## src/rtl/shift_seq_pkg.sv

```systemverilog
// Shared types and constants for the display shift-register sequencer.
// The frame_latency helper gives the start-accept to done distance in clk cycles.
package shift_seq_pkg;

    localparam int BITS_PER_BYTE = 8;

    typedef enum logic [5:0] {
        ST_IDLE  = 6'b000001,
        ST_LOAD  = 6'b000010,
        ST_SETUP = 6'b000100,
        ST_HIGH  = 6'b001000,
        ST_LATCH = 6'b010000,
        ST_DONE  = 6'b100000
    } state_e;

    function automatic int frame_latency(input int num_bytes, input int div);
        return num_bytes * (1 + 2 * BITS_PER_BYTE * div) + div + 1;
    endfunction

endpackage

```

## src/rtl/shift_seq_ctrl_ser_tick.sv

```systemverilog
// DIV-cycle phase counter; tc marks the last cycle of a SETUP, HIGH or LATCH phase.
// The counter wraps to zero on tc so back-to-back phases need no explicit clear.
module ser_tick #(
    parameter int DIV = 4
) (
    input  logic clk,
    input  logic rst_n,
    input  logic clr,
    input  logic en,
    output logic tc
);

    localparam int CNT_W = $clog2(DIV + 1);
    localparam logic [CNT_W-1:0] LAST = CNT_W'(DIV - 1);

    logic [CNT_W-1:0] div_cnt_q;
    logic [CNT_W-1:0] div_cnt_d;
    logic             at_last;

    assign at_last = (div_cnt_q == LAST);
    assign tc      = en && at_last;

    always_comb begin
        // NOTE: every always_comb output gets a default first so no latch is inferred.
        div_cnt_d = div_cnt_q;
        if (clr) begin
            div_cnt_d = '0;
        end else if (en) begin
            div_cnt_d = at_last ? '0 : div_cnt_q + 1'b1;
        end
    end

    // NOTE: sequential state uses non-blocking assignments only.
    always_ff @(posedge clk or negedge rst_n) begin
        if (!rst_n) begin
            div_cnt_q <= '0;
        end else begin
            div_cnt_q <= div_cnt_d;
        end
    end

endmodule

```

## src/rtl/shift_seq_ctrl.sv

```systemverilog
// Sequencer for the 8-bit load/shift register on the display path: loads each frame byte,
// steps it out LSB first on a slow ser_clk and latches the external chain once per frame.
module shift_seq_ctrl
    import shift_seq_pkg::*;
#(
    parameter int NUM_BYTES = 8,
    parameter int DIV       = 4,
    parameter int ROTATE    = 1
) (
    input  logic                             clk,
    input  logic                             rst_n,
    input  logic                             start,
    input  logic [BITS_PER_BYTE*NUM_BYTES-1:0] frame,
    output logic                             busy,
    output logic                             done,
    output logic                             sr_sl,
    output logic                             sr_rs,
    output logic                             sr_sin,
    output logic [BITS_PER_BYTE-1:0]         sr_pdata,
    output logic                             sr_step,
    input  logic                             sr_q0,
    output logic                             ser_clk,
    output logic                             ser_dat,
    output logic                             ser_latch
);

    localparam int FRAME_W = BITS_PER_BYTE * NUM_BYTES;
    localparam int IDX_W   = $clog2(NUM_BYTES + 1);
    localparam logic [IDX_W-1:0] LAST_IDX = IDX_W'(NUM_BYTES - 1);

    state_e                   state_q, state_d;
    logic [FRAME_W-1:0]       frame_q, frame_d;
    logic [IDX_W-1:0]         byte_idx_q, byte_idx_d;
    logic [2:0]               bit_cnt_q, bit_cnt_d;

    logic                     busy_q, busy_d;
    logic                     done_q, done_d;
    logic                     sr_sl_q, sr_sl_d;
    logic                     sr_step_q, sr_step_d;
    logic [BITS_PER_BYTE-1:0] sr_pdata_q, sr_pdata_d;
    logic                     ser_clk_q, ser_clk_d;
    logic                     ser_dat_q, ser_dat_d;
    logic                     ser_latch_q, ser_latch_d;

    logic                     phase_en;
    logic                     phase_clr;
    logic                     phase_tc;
    logic [BITS_PER_BYTE-1:0] cur_byte;

    assign phase_en  = (state_q == ST_SETUP) || (state_q == ST_HIGH) || (state_q == ST_LATCH);
    assign phase_clr = (state_q == ST_IDLE) || (state_q == ST_LOAD);
    assign cur_byte  = frame_q[int'(byte_idx_q) * BITS_PER_BYTE +: BITS_PER_BYTE];

    ser_tick #(
        .DIV (DIV)
    ) u_ser_tick (
        .clk   (clk),
        .rst_n (rst_n),
        .clr   (phase_clr),
        .en    (phase_en),
        .tc    (phase_tc)
    );

    always_comb begin
        state_d     = state_q;
        frame_d     = frame_q;
        byte_idx_d  = byte_idx_q;
        bit_cnt_d   = bit_cnt_q;
        busy_d      = 1'b0;
        done_d      = 1'b0;
        sr_sl_d     = 1'b0;
        sr_step_d   = 1'b0;
        sr_pdata_d  = '0;
        ser_clk_d   = 1'b0;
        ser_dat_d   = 1'b0;
        ser_latch_d = 1'b0;

        unique case (state_q)
            ST_IDLE: begin
                if (start) begin
                    frame_d    = frame;
                    byte_idx_d = '0;
                    state_d    = ST_LOAD;
                end
            end
            ST_LOAD: begin
                busy_d     = 1'b1;
                sr_sl_d    = 1'b1;
                sr_step_d  = 1'b1;
                sr_pdata_d = cur_byte;
                bit_cnt_d  = '0;
                state_d    = ST_SETUP;
            end
            ST_SETUP: begin
                busy_d    = 1'b1;
                ser_dat_d = sr_q0;
                if (phase_tc) begin
                    state_d = ST_HIGH;
                end
            end
            ST_HIGH: begin
                busy_d    = 1'b1;
                ser_clk_d = 1'b1;
                ser_dat_d = sr_q0;
                if (phase_tc) begin
                    if (bit_cnt_q != 3'd7) begin
                        sr_step_d = 1'b1;
                        bit_cnt_d = bit_cnt_q + 3'd1;
                        state_d   = ST_SETUP;
                    end else if (byte_idx_q != LAST_IDX) begin
                        byte_idx_d = byte_idx_q + 1'b1;
                        state_d    = ST_LOAD;
                    end else begin
                        // Eighth step on the final byte leaves the register fully cycled;
                        // before a LOAD it is skipped since the reload overwrites it anyway.
                        sr_step_d = 1'b1;
                        state_d   = ST_LATCH;
                    end
                end
            end
            ST_LATCH: begin
                busy_d      = 1'b1;
                ser_latch_d = 1'b1;
                if (phase_tc) begin
                    state_d = ST_DONE;
                end
            end
            ST_DONE: begin
                done_d  = 1'b1;
                state_d = ST_IDLE;
            end
            default: begin
                state_d = ST_IDLE;
            end
        endcase
    end

    // Outputs are registered from the current state, so they trail the state by one cycle.
    always_ff @(posedge clk or negedge rst_n) begin
        if (!rst_n) begin
            state_q     <= ST_IDLE;
            frame_q     <= '0;
            byte_idx_q  <= '0;
            bit_cnt_q   <= '0;
            busy_q      <= 1'b0;
            done_q      <= 1'b0;
            sr_sl_q     <= 1'b0;
            sr_step_q   <= 1'b0;
            sr_pdata_q  <= '0;
            ser_clk_q   <= 1'b0;
            ser_dat_q   <= 1'b0;
            ser_latch_q <= 1'b0;
        end else begin
            state_q     <= state_d;
            frame_q     <= frame_d;
            byte_idx_q  <= byte_idx_d;
            bit_cnt_q   <= bit_cnt_d;
            busy_q      <= busy_d;
            done_q      <= done_d;
            sr_sl_q     <= sr_sl_d;
            sr_step_q   <= sr_step_d;
            sr_pdata_q  <= sr_pdata_d;
            ser_clk_q   <= ser_clk_d;
            ser_dat_q   <= ser_dat_d;
            ser_latch_q <= ser_latch_d;
        end
    end

    assign busy      = busy_q;
    assign done      = done_q;
    assign sr_sl     = sr_sl_q;
    assign sr_step   = sr_step_q;
    assign sr_pdata  = sr_pdata_q;
    assign ser_clk   = ser_clk_q;
    assign ser_dat   = ser_dat_q;
    assign ser_latch = ser_latch_q;
    assign sr_rs     = (ROTATE != 0);
    assign sr_sin    = 1'b0;

endmodule

```

## config.mk

```make
export PLATFORM = sky130hd
export DESIGN_NAME = shift_seq_ctrl
export DESIGN_NICKNAME = d
export VERILOG_FILES = /design/src/rtl/shift_seq_pkg.sv /design/src/rtl/shift_seq_ctrl_ser_tick.sv /design/src/rtl/shift_seq_ctrl.sv
export SDC_FILE = /design/constraint.sdc
export NUM_CORES = 1
export LEC_CHECK = 0
export ABC_AREA = 1
export ABC_CLOCK_PERIOD_IN_PS = 2050
export BUFFER_PORTS_ARGS = -buffer_cell sky130_fd_sc_hd__buf_2
export CAP_MARGIN = 15
export CORE_MARGIN = 2
export CORE_UTILIZATION = 40
export DETAILED_ROUTE_END_ITERATION = 8
export GPL_ROUTABILITY_DRIVEN = 0
export GPL_TIMING_DRIVEN = 0
export MAX_ROUTING_LAYER = met4
export PLACE_DENSITY = 0.65
export SYNTH_ARGS = -nofsm -noshare
export SYNTH_HDL_FRONTEND = slang
export SYNTH_SLANG_ARGS = --single-unit
```

## constraint.sdc

```tcl
create_clock -name clk -period 2.05 [get_ports clk]
set_clock_uncertainty 0.1 [all_clocks]
set_input_delay 0.1025 -clock clk [delete_from_list [all_inputs] [get_ports clk]]
set_output_delay 0.1025 -clock clk [all_outputs]
set_load 0.02 [all_outputs]
```

==> flow_summary.toml <==
[outcome]
status = "complete, no violations"

[timing]
tightest_slew_ns = 0.760
setup_viol_count_final = 0
hold_viol = 0
holdWs_ns = 0.135
final.min_clock_period_ns = 1.80
fmax_ghz = 0.556
fin_ws_ns = 0.250
relSlewSlack_pct = 49.3
rsz0062_at_grt = "no"
fin_crit_sh_pct = 87.8
slew_violations = 0

[die]
start_util_pct = 41.0
rows = 38
die_x_um = 109
die_h_um = 109
fp.coreArea_mm2 = 0.0108
die-area_mm2 = 0.0120
num_io_pins = 85

[setup_path]
path_max_fanout = 10
max_stage_delay_ns = 0.58
worstReg2RegStart = "byte_idx_q[1]"
arrival_ns = 2.02
ff2ff_path_depth = 7
cp-startpoint = "start"
required_ns = 2.27
critPathKind = "primary input to flop"
crit_path_frequent_cell = "clkbuf_1"
worst_setup_path_start_kind = "primary input"
crit_chain = "dlygate4sd3_1 > buf_2 > clkbuf_1 > clkbuf_1 > nand3_1 > nand2_1"
endpoint = "frame_q[41]"
slowest_stage = "clkbuf_1"
r2r-end = "sr_pdata[5]"
r2r_slack_ns = 0.30
cp-end-kind = "flop"

[clock_network]
cts_resized = 0
clk_path_buf_depth = 2
clk_pin_slew_ns = 0.10
cts_buffers = 9
hold_buffers = 67
clkLatencyLatePin_ns = 0.38
cts_tree = "done"
cts_setup_buffers = 0
cts.sinks = 95
root_buffer = "clkbuf_8"
h-tree-depth = 3

[route]
drt_iter0_drc = 312
vias_per_cell = 4.91
post_drt_wl_per_cell_um = 14.0
dr.pass1.iters = 5
ant_nets = 0
vias = 4218
drc = 0
wl_mm = 12.0

[logic_synthesis]
synth_edf_count = 0
synthXorXnorAreaFrac_pct = 0.197
synth.most_common_cell = "nand2_1"
postSynthAreaPerCell_um2 = 8.04
syn_inst = 553
synth_compound_area_share_pct = 6.95
syn_nets = 625
synth_area_leaders = "dfrtp_1, nand2_1, nand3_1"
ys_seq_area_share_pct = 53.5
synthFlopType = "dfrtp_1"
synthSimpleGateAreaFrac_pct = 31.8
synth-seq-cells = 95
synth_common_cells = "nand2_1, dfrtp_1, nand3_1, nor2_1, o21ai_0"
synth_top_area_share_pct = 52.9
ys_async_sr_fraction_pct = 100
synth_mux_area_share_pct = 0
yosys_warnings = 0
synth_top_family_by_area = "simple AND/OR/NAND/NOR gates"
synth.distinct_cells = 29
synth_top_area_cell = "dfrtp_1"
synthAdderAreaFrac_pct = 1.13
syn-cell-area_mm2 = 0.00445

[power_and_ir_drop]
p_leak_uw = 0.00312
max-vdd-ir-drop_mv = 0.458
finalPower_uw = 7070
powerDensity_mw_per_mm2 = 1190

[place]
hpwl_mm = 8.13
place_ws_ns = 0.286
io_buffer_count = 82

[global_route]
overflow = 0
track_usage_pct = 22.1
grt_max_degree = 57
grt_pass1_vias = 4107
grt_pass1_wl_mm = 19.5
grt_antenna_before_repair = 0

[cells_and_area]
final_nets = 786
multi_input_area_mm2 = 0.00179
diodes = 0
syn_to_final_growth_pct = 33.6
drive_above_1_share_pct = 18.5
seq_area_mm2 = 0.00238
nFillCells = 1038

[hold_path]
hold_class = "primary input to asynchronous set/reset pin"

[run]
drv_cap = 0
[placed cells by master, fill, tap and decap left out, types with 4 or more instances in the layout]
cell,instances
o21ai_0,42
nand2_1,173
a31oi_1,5
clkbuf_8,10
o22ai_1,6
buf_2,97
clkbuf_1,8
nor2_1,76
dfrtp_1,94
buf_6,6
ha_1,4
nand3_1,76
dlygate4sd3_1,67
inv_1,21
[area by class of cell]
type / count / share of cell area [%]
Tap cell: 140 / 2.95
Clock buffer: 10 / 2.32
Inverter: 22 / 1.39
Multi-Input combinational cell: 403 / 30.1
Sequential cell: 95 / 40.0
Timing Repair Buffer: 150 / 18.7
Buffer: 33 / 3.31
Clock inverter: 6 / 1.16
[flip-flops by register name, summed over array words and instances (netlist names)]
register / count
ser_dat: 1
frame_q: 64
busy: 1
sr_step: 1
u_ser_tick.div_cnt_q: 3
byte_idx_q: 4
ser_clk: 1
sr_pdata: 8
done: 1
sr_sl: 1
ser_latch: 1
state_q: 6
bit_cnt_q: 3
[worst min path at each step]
stage | from | endpoint | slack, ns
floorplan | rst_n | bit_cnt_q[0] | -0.29
global placement | sr_q0 | ser_dat | 0.22
detailed placement | rst_n | frame_q[4] | 0.03
CTS | rst_n | frame_q[15] | 0.15
global route | rst_n | bit_cnt_q[2] | 0.19
finish | rst_n | frame_q[15] | 0.14
[worst max-delay path: cells and delay by family]
kind / cells / cell delay (ns)
AND/OR/NAND/NOR: 2 / 0.28
buffers and inverters: 4 / 1.63
[logic make-up (layout without fill, tap and decap cells)]
logic type      Yosys count  after routing
simple gates            338            338
flops                    95             95
compound gates           58             58
buf+inv                  55            221
fa+ha+maj                 4              4
other cells               2              2
xor+xnor                  1              1
[through the flow]
step | instance area (um2) | utilization [%] | cells | setup TNS (ns)
detailed placement | 5060 | 46.7 | 776 | 0
global placement | 5030 | 46.4 | 775 | -13.60
floorplan | 4450 | - | 553 | 0
CTS | 5940 | 54.8 | 859 | 0
global route | 5940 | 54.8 | 859 | 0
finish | 5940 | 54.8 | 859 | 0
[report_power, final]
part,internal [uW],switching (uW),total [uW],leakage (uW)
Sequential,2570,393,2970,0.00122
Combinational,1060,1750,2810,0.00179
Clock,603,693,1300,0.000103
[layer usage]
layer  track usage [%]  part of all wire (%)
met4              10.8                   2.6
met3              3.26                   4.8
met5                 -                     0
met2              34.3                    47
met1              28.6                    46
Note: power is estimated with default switching activity, not from simulation.
